File: src/rtl/axis_switch_pkg.sv
// Shared types and helpers for the AXI-Stream switch scheduler and datapath.
package axis_switch_pkg;

  typedef enum logic {
    IDLE   = 1'b0,
    LOCKED = 1'b1
  } sched_state_t;

  localparam int OH_MAX = 64;

  // Index of the set bit in a one-hot vector (zero-extend narrower vectors).
  function automatic logic [5:0] onehot_to_idx(input logic [OH_MAX-1:0] oh);
    logic [5:0] idx;
    idx = '0;
    for (int i = 0; i < OH_MAX; i++) begin
      if (oh[i]) idx = idx | 6'(i);
    end
    return idx;
  endfunction

endpackage

File: src/rtl/axis_switch_port_sched.sv
// Per-master packet scheduler: round-robin pick, lock until tlast beat.
// Optional source-stall timeout when AXIS_SCHED_TIMEOUT_EN is defined.
module axis_switch_port_sched
  import axis_switch_pkg::*;
#(
  parameter int PORTS = 4
`ifdef AXIS_SCHED_TIMEOUT_EN
  , parameter int TIMEOUT_CYCLES = 255
`endif
) (
  input  logic                     clk,
  input  logic                     resn,
  input  logic [PORTS-1:0]         req,
  input  logic [PORTS-1:0]         tvalid,
  input  logic [PORTS-1:0]         tlast,
  input  logic                     tready,
  output logic                     sel_valid,
  output logic [$clog2(PORTS)-1:0] sel_src,
  output logic                     err_timeout
);

  localparam int IDXW = $clog2(PORTS);
  localparam logic [IDXW:0] PORTS_W = (IDXW+1)'(PORTS);

  sched_state_t     state, state_nxt;
  logic [IDXW-1:0]  rr_ptr, winner, ptr_inc;
  logic [IDXW:0]    cand, inc_w;
  logic [PORTS-1:0] pick_oh;
  logic             found, lock, beat, expire;

  // First requester at or after rr_ptr, wrapping modulo PORTS.
  always_comb begin
    pick_oh = '0;
    found   = 1'b0;
    cand    = '0;
    for (int i = 0; i < PORTS; i++) begin
      cand = {1'b0, rr_ptr} + (IDXW+1)'(i);
      if (cand >= PORTS_W) cand = cand - PORTS_W;
      if (!found && req[cand[IDXW-1:0]]) begin
        pick_oh = PORTS'(1) << cand;
        found   = 1'b1;
      end
    end
  end

  assign winner  = IDXW'(onehot_to_idx(OH_MAX'(pick_oh)));
  assign inc_w   = {1'b0, winner} + 1'b1;
  assign ptr_inc = (inc_w >= PORTS_W) ? '0 : inc_w[IDXW-1:0];

  assign sel_valid = (state == LOCKED);
  assign beat      = tvalid[sel_src] & tready;

  always_comb begin
    state_nxt = state;
    lock      = 1'b0;
    case (state)
      IDLE: begin
        if (|req) begin
          state_nxt = LOCKED;
          lock      = 1'b1;
        end
      end
      LOCKED: begin
        if ((beat && tlast[sel_src]) || expire) state_nxt = IDLE;
      end
      default: state_nxt = IDLE;
    endcase
  end

  always_ff @(posedge clk or negedge resn) begin
    if (!resn) begin
      state   <= IDLE;
      rr_ptr  <= '0;
      sel_src <= '0;
    end else begin
      state <= state_nxt;
      if (lock) begin
        sel_src <= winner;
        rr_ptr  <= ptr_inc;
      end
    end
  end

`ifdef AXIS_SCHED_TIMEOUT_EN
  localparam int CW = $clog2(TIMEOUT_CYCLES + 1);
  localparam logic [CW-1:0] LIMIT_M1 = CW'(TIMEOUT_CYCLES - 1);

  logic [CW-1:0] stall_cnt;
  logic          err_q;

  // Only source-side stalls count; a master holding tready low is legitimate.
  assign expire = (state == LOCKED) && !tvalid[sel_src] && (stall_cnt == LIMIT_M1);

  always_ff @(posedge clk or negedge resn) begin
    if (!resn) begin
      stall_cnt <= '0;
      err_q     <= 1'b0;
    end else begin
      err_q <= expire;
      if (state != LOCKED || beat || expire) stall_cnt <= '0;
      else if (!tvalid[sel_src])            stall_cnt <= stall_cnt + 1'b1;
    end
  end

  assign err_timeout = err_q;
`else
  assign expire      = 1'b0;
  assign err_timeout = 1'b0;
`endif

endmodule

File: src/rtl/axis_switch_sched.sv
// AXI-Stream crossbar packet scheduler: tid decode, per-master arbiters, grant map.
// Optional stall timeout enabled by defining AXIS_SCHED_TIMEOUT_EN.
module axis_switch_sched
  import axis_switch_pkg::*;
#(
  parameter int PORTS          = 4,
  parameter int TID_WIDTH      = 8,
  parameter int TIMEOUT_CYCLES = 255
) (
  input  logic                             clk,
  input  logic                             resn,
  input  logic [PORTS-1:0]                 s_axis_tvalid,
  input  logic [PORTS*TID_WIDTH-1:0]       s_axis_tid,
  input  logic [PORTS-1:0]                 s_axis_tlast,
  input  logic [PORTS-1:0]                 m_axis_tready,
  output logic [PORTS-1:0]                 m_sel_valid,
  output logic [PORTS*$clog2(PORTS)-1:0]   m_sel_src,
  output logic [PORTS-1:0]                 s_grant,
  output logic [PORTS-1:0]                 bad_tid,
  output logic [PORTS-1:0]                 err_timeout
);

  localparam int IDXW = $clog2(PORTS);

  if (PORTS < 2 || TIMEOUT_CYCLES < 1) begin : g_param_check
    $error("axis_switch_sched: PORTS must be >= 2 and TIMEOUT_CYCLES >= 1");
  end

  logic [PORTS-1:0]     req [PORTS];
  logic [TID_WIDTH-1:0] tid;

  // Granted slaves are masked so a slave can never hold two masters.
  always_comb begin
    bad_tid = '0;
    tid     = '0;
    for (int m = 0; m < PORTS; m++) req[m] = '0;
    for (int f = 0; f < PORTS; f++) begin
      tid        = s_axis_tid[f*TID_WIDTH +: TID_WIDTH];
      bad_tid[f] = s_axis_tvalid[f] && (32'(tid) >= 32'(PORTS));
      for (int m = 0; m < PORTS; m++) begin
        req[m][f] = s_axis_tvalid[f] && !s_grant[f] && (32'(tid) == 32'(m));
      end
    end
  end

  always_comb begin
    s_grant = '0;
    for (int m = 0; m < PORTS; m++) begin
      if (m_sel_valid[m]) s_grant[m_sel_src[m*IDXW +: IDXW]] = 1'b1;
    end
  end

  for (genvar m = 0; m < PORTS; m++) begin : g_master
    axis_switch_port_sched #(
      .PORTS          (PORTS)
`ifdef AXIS_SCHED_TIMEOUT_EN
      , .TIMEOUT_CYCLES (TIMEOUT_CYCLES)
`endif
    ) u_sched (
      .clk         (clk),
      .resn        (resn),
      .req         (req[m]),
      .tvalid      (s_axis_tvalid),
      .tlast       (s_axis_tlast),
      .tready      (m_axis_tready[m]),
      .sel_valid   (m_sel_valid[m]),
      .sel_src     (m_sel_src[m*IDXW +: IDXW]),
      .err_timeout (err_timeout[m])
    );
  end

endmodule

File: config.mk
export PLATFORM = sky130hd
export DESIGN_NAME = axis_switch_sched
export DESIGN_NICKNAME = d
export VERILOG_FILES = /design/src/rtl/axis_switch_pkg.sv /design/src/rtl/axis_switch_port_sched.sv /design/src/rtl/axis_switch_sched.sv
export SDC_FILE = /design/constraint.sdc
export NUM_CORES = 1
export LEC_CHECK = 0
export CORE_UTILIZATION = 45
export DETAILED_ROUTE_END_ITERATION = 8
export PLACE_DENSITY_LB_ADDON = 0.12
export SLEW_MARGIN = 5
export SYNTH_ARGS = -nofsm -noshare
export SYNTH_HDL_FRONTEND = slang
export SYNTH_SLANG_ARGS = --single-unit
File: constraint.sdc
create_clock -name clk -period 4.87 [get_ports clk]
set_input_delay 0.974 -clock clk [delete_from_list [all_inputs] [get_ports clk]]
set_output_delay 0.974 -clock clk [all_outputs]
set_load 0.02 [all_outputs]
# After elaboration in Yosys (flattened, before gate mapping)
# Cells that the tools add are included.
# word_totals
regBits	20
latch_bits	0
ramBits	0
mem_bits_ro	0
in_bits	46
output_inout_bits	24
wordCells	335
n_memories	0
# op_classes
addsub	32
multipliers	0
div_mod_pow	0
n_lt_le_gt_ge	48
eq_ne	12
shifts	16
muxes	136
n_bitwise	11
reduce_logical	68
# op_table
op	n
$mux W4	20
$eq A8 B2 Y1 const B	8
$shl A1 B3 Y4 const A	16
$lt A2 B3 Y1 const B	20
$mux W1	56
$bmux W1 S2	24
$ge A3 B3 Y1 const B	16
$mux W3	16
$logic_and A1 B1 Y1	44
$sub A3 B3 Y3 const B	12
$eq A8 B1 Y1 const B	4
$ge A8 B3 Y1 const B	4
$logic_not A8 Y1	4
$add A2 B1 Y3 const B	8
$add A2 B2 Y3 const B	8
$mux W2	12
$logic_not A1 Y1	16
$reduce_or A4 Y1	4
$ge A2 B3 Y1 const B	4
$or A4 B4 Y4	3
$sub A2 B3 Y3 const B	4
$demux W1 S2	4
$ge A2 B1 Y1 const B	4
$pmux W1 S2	4
other kinds (2)	8

# Depth between registers and ports, before layout
# logic_depth
depth_word	32
ltp_mapped	12
mapped_depth_nobuf	10

# By module
# From an unflattened synthesis, not the netlist that was laid out.
# unflattened
hier_cells	316
area_unflattened_um2	2875.3
# by_module_without_submodules
mod	n_inst	cells_per_inst	area_each_um2
axis_switch_port_sched	4	62	609.3
axis_switch_sched	1	68	437.9

# Least setup slack after synthesis
# Ideal clock, no wire load.
# synth_path
kind	input to register
start	input port s_axis_tid[19]
end	register g_master[1].u_sched.sel_src[0]
setup_time_ps	119
arrival_time_ps	3467
setup_slack_ps	1284
cell_stages	10
path_buffers	1
cell_sequence	nor4_4 -> nand4_4 -> or4_1 -> buf_2 -> mux4_2 -> nand2_1 -> nor4_4 -> a21o_1 -> or3b_1 -> o21a_1
# synth_via
elab_chain_len	17
word_cells_on_any_way	29
# synth_lines
item	line_no	rtl
start: declaration	axis_switch_sched.sv:13	input logic [PORTS*TID_WIDTH-1:0] s_axis_tid,
$eq A8 B1 Y1 *	axis_switch_sched.sv:41	req[m][f] = s_axis_tvalid[f] && !s_grant[f] && (32'(tid) == 32'(m));
$logic_and A1 B1 Y1 *	axis_switch_sched.sv:41	
$bmux W1 S2	axis_switch_port_sched.sv:39	if (!found && req[cand[IDXW-1:0]]) begin
$mux W1 (not written as such)	axis_switch_port_sched.sv:39	
$mux W1	axis_switch_port_sched.sv:39	
$logic_not A1 Y1	axis_switch_port_sched.sv:39	
$logic_and A1 B1 Y1	axis_switch_port_sched.sv:39	
$mux W1	axis_switch_port_sched.sv:39	
$logic_not A1 Y1	axis_switch_port_sched.sv:39	
$logic_and A1 B1 Y1	axis_switch_port_sched.sv:39	
$mux W1	axis_switch_port_sched.sv:39	
$logic_not A1 Y1	axis_switch_port_sched.sv:39	
$logic_and A1 B1 Y1	axis_switch_port_sched.sv:39	
$mux W4	axis_switch_port_sched.sv:39	
$mux W1	axis_switch_pkg.sv:16	if (oh[i]) idx = idx | 6'(i);
$mux W2 (2 in a row)	axis_switch_pkg.sv:16	
end signal: assignment	axis_switch_port_sched.sv:78	sel_src <= winner;
end: declaration	axis_switch_port_sched.sv:18	output logic [$clog2(PORTS)-1:0] sel_src,
# Mark *: on every way between the ends. The rest lies on a longest branch, timed or not. The select of a mux whose other input is x is not followed.
# A chain may end at the register's enable or synchronous reset.

# Worst setup path after layout
# layout_path
start	input port s_axis_tid[10]
end	register g_master[1].u_sched.sel_src[0]
# The elaborated chain is that of the path after synthesis.

==> results.txt <==
overall routing resource usage: 0.259
clock tree from TritonCTS: yes
count of synthesis-stage warnings from yosys: 0
number of global-route vias before repair: 3334
cell type with the largest total area after synthesis: sky130_fd_sc_hd__dfrtp_1
diode insertion count for antenna repair: 0
CP Class: in -> reg
number of enable-type register cells in the synthesized netlist: 0
fraction of the mapped netlist area in simple logic gates: 0.357
Slew Limit Fails: 0
switching part of the total: 0.456
number of hold violations in the final report: 0
share of post-route cells with drive strength above 1: 0.0884
DRC: 0
leading cell type in the layout, fill and taps excluded: sky130_fd_sc_hd__clkdlybuf4s50_1
Peak VDD IR: 0.157 mV
power density normalized to cell area: 203 nW/um^2
max cap viols: 0
switching component of the power: 0.000388 W
ratio of routed vias to standard cells: 6.30
portion of total power attributed to sequential cells: 0.327
main flop type after synthesis: sky130_fd_sc_hd__dfrtp_1
delay contributed by the slowest stage of the critical path: 580 ps
residual overflow from global routing: 0
number of instances in the synthesized netlist: 424
global-route wire length before repair: 16100 um
half-perimeter wire length after detailed placement: 7760 um
Clock Skew: 4.48 ps
leakage power summed over all cells: 1.68 nW
I/O Pins: 70
Root Buffer: sky130_fd_sc_hd__clkbuf_8
critical-path cell list: clkdlybuf4s50_1 -> nor4_2 -> o2111ai_1 -> or3_1 -> mux4_2 -> nand2_1 -> nor4_4 -> a21o_1 -> or3b_1 -> o21a_1
Post-Synth Adder-Cell Area: 0.116
total number of vias: 3617
power share of the clock group: 0.139
worst path buffer plus inverter count: 1
TritonCTS Buffers: 3
status: finished, final reports clean
internal power: 0.000463 W
maximum root-to-sink buffer count: 2
RePlAce Congestion: 0.945
Setup Buffers After CTS: 0
count of port buffers added during placement: 65
Worst Path Required: 5040 ps
worst path arrival time: 4320 ps
wire length after detailed routing: 9990 um
cell types with the largest area share after synthesis: sky130_fd_sc_hd__dfrtp_1 (15%), sky130_fd_sc_hd__ha_1 (12%), sky130_fd_sc_hd__mux4_2 (6.5%)
power share of the combinational group: 0.533
clock slew at the register clock pins of the worst setup and hold paths: 80 ps
Clock Sinks: 20
portion of the post-synthesis area used by sequential elements: 0.145
xor and xnor fraction of the mapped netlist area: 0.00762
initial standard-cell utilization of the core: 0.470
Power, Total: 0.000851 W
critical path launch point type: primary input
Worst Hold Margin: 630 ps
number of fill cells in the layout: 694
die height: 89.5 um
worst-margin pin slew: 1160 ps
commonest non-fill, non-tap cells in the layout: sky130_fd_sc_hd__clkdlybuf4s50_1 (65), sky130_fd_sc_hd__nand2_1 (34), sky130_fd_sc_hd__ha_1 (32)
unrepaired setup endpoints after global routing: no
element type at the critical path end: flip-flop
Hold WC Path Type: reg -> reg
CTS H-Tree Depth: 1
initial antenna violation count: 0
post-synth top area share: 0.145
Post-CTS Hold Buffers: 0
Mapped Area: 3450 um^2
setup tns final: 0 ps
multiplexer share of the synthesized area: 0.119
Critical Path Fanout Max: 9
Tmin final: 4160 ps
total iterations of the first detailed-routing run: 5
number of distinct library cells after synthesis: 64
remaining number of nets flagged by the antenna check after routing: 0
dominant combinational cell family by area after synthesis: simple AND/OR/NAND/NOR gates
Slew headroom: 0.224
Core Box Area: 7330 um^2
fin nets: 555
complex-gate fraction of the synthesized area: 0.196
count of endpoints failing setup in the final report: 0
Layout area overhead: 21.3%
Die X-Extent: 89.5 um
Tcrit/Tclk final: 0.853
number of resized instances in the post-cts repair step: 0
asr flop ratio synth: 1.00
average routed wire per standard cell: 17.4 um
Slowest cell on crit path: sky130_fd_sc_hd__mux4_2
1st-iter DRT viols: 226
Row Count: 31
synthesized area per cell: 8.13 um^2
kind of cell with the highest combined delay on the critical path: simple AND/OR/NAND/NOR gates
pin count of the biggest net entering global routing: 21
Achievable Freq: 241 MHz
latest clock arrival within the worst-skew pair: 270 ps
flop and latch count out of synthesis: 20
DIE AREA: 8020 um^2
-- worst register-to-register path, delay by kind of cell, from the launching register on --
| kind | cells | cell delay [ps] |
|---|---|---|
| compound gates | 4 | 2210 |
| mux | 1 | 280 |
| flops | 1 | 500 |
| simple gates | 2 | 600 |
-- synth_stat cells, drive strengths merged (7+ instances only) --
cell	number
inv	17
nand2b	10
o211ai	14
a31oi	7
mux2i	13
buf	13
mux4	10
nor3	11
ha	32
o21ai	20
nand3b	11
nor2b	7
or2	7
nor2	26
or4	9
clkbuf	12
dfrtp	20
nand3	26
nand2	34
nor4	22
-- stage by stage --
step | cells | cell area, um^2 | setup WS, ps | utilization
3_3_place_gp | 571 | 4140 | 610 | 0.565
6_report | 574 | 4180 | 714 | 0.571
2_1_floorplan | 427 | 3460 | 1280 | -
4_1_cts | 574 | 4180 | 755 | 0.571
3_5_place_dp | 571 | 4140 | 497 | 0.565
5_1_grt | 574 | 4180 | 558 | 0.571
-- layer usage --
layer / wire length, um / vias to the layer above / GRT usage
met2: 4650 / 135 / 0.418
met3: 572 / 19 / 0.0295
met4: 168 / 0 / 0.0794
met1: 4600 / 1733 / 0.361
li1: - / 1730 / -
met5: 0 / - / 0
-- final timing paths --
| path | start | end | slack [ps] | cells past startpoint |
|---|---|---|---|---|
| max in group asynchronous | resn | g_master[0].u_sched.rr_ptr[1]$_DFFE_PN0P_ | 2990 | 1 |
| min reg2reg | g_master[3].u_sched.sel_valid$_DFF_PN0_ | g_master[3].u_sched.sel_valid$_DFF_PN0_ | 630 | 1 |
| min in group asynchronous | resn | g_master[1].u_sched.rr_ptr[0]$_DFFE_PN0P_ | 1260 | 1 |
| max reg2reg | g_master[0].u_sched.sel_src[1]$_DFFE_PN0P_ | g_master[0].u_sched.sel_src[1]$_DFFE_PN0P_ | 1160 | 7 |
| min | g_master[3].u_sched.sel_valid$_DFF_PN0_ | g_master[3].u_sched.sel_valid$_DFF_PN0_ | 630 | 1 |
| max | s_axis_tid[10] | g_master[1].u_sched.sel_src[0]$_DFFE_PN0P_ | 710 | 10 |
-- sequential cells by signal, summed over array words and instances, names as in the netlist --
register                    cells
g_master.u_sched.rr_ptr         8
g_master.u_sched.sel_src        8
g_master.u_sched.sel_valid      4
-- cells by family after synthesis --
logic type	count (synthesis)
DFF	20
other	1
AOI/OAI and AO/OA	96
buffers and inverters	43
xor gates and xnor gates	3
and+or+nand+nor	201
adders and majority gates	32
muxes	28
-- power by group through the flow --
stage	clock network (W)	registers [W]	logic, W
final	0.000119	0.000279	0.000454
after floorplan	0	0.000249	0.000323
after global routing	0.000126	0.000286	0.000500
after global placement	0	0.000279	0.000444
after CTS	0.000119	0.000277	0.000453
after detailed placement	0	0.000281	0.000449
-- layout make-up --
class / instances / area, um^2 / share of cell area
Clock buffer: 3 / 41.3 / 0.00987
Timing Repair Buffer: 70 / 688 / 0.164
Inverter: 18 / 67.6 / 0.0161
Sequential cell: 20 / 500 / 0.120
Multi-Input combinational cell: 364 / 2760 / 0.660
Tap cell: 99 / 124 / 0.0296
No activity file was read; power rests on OpenSTA's default activity.
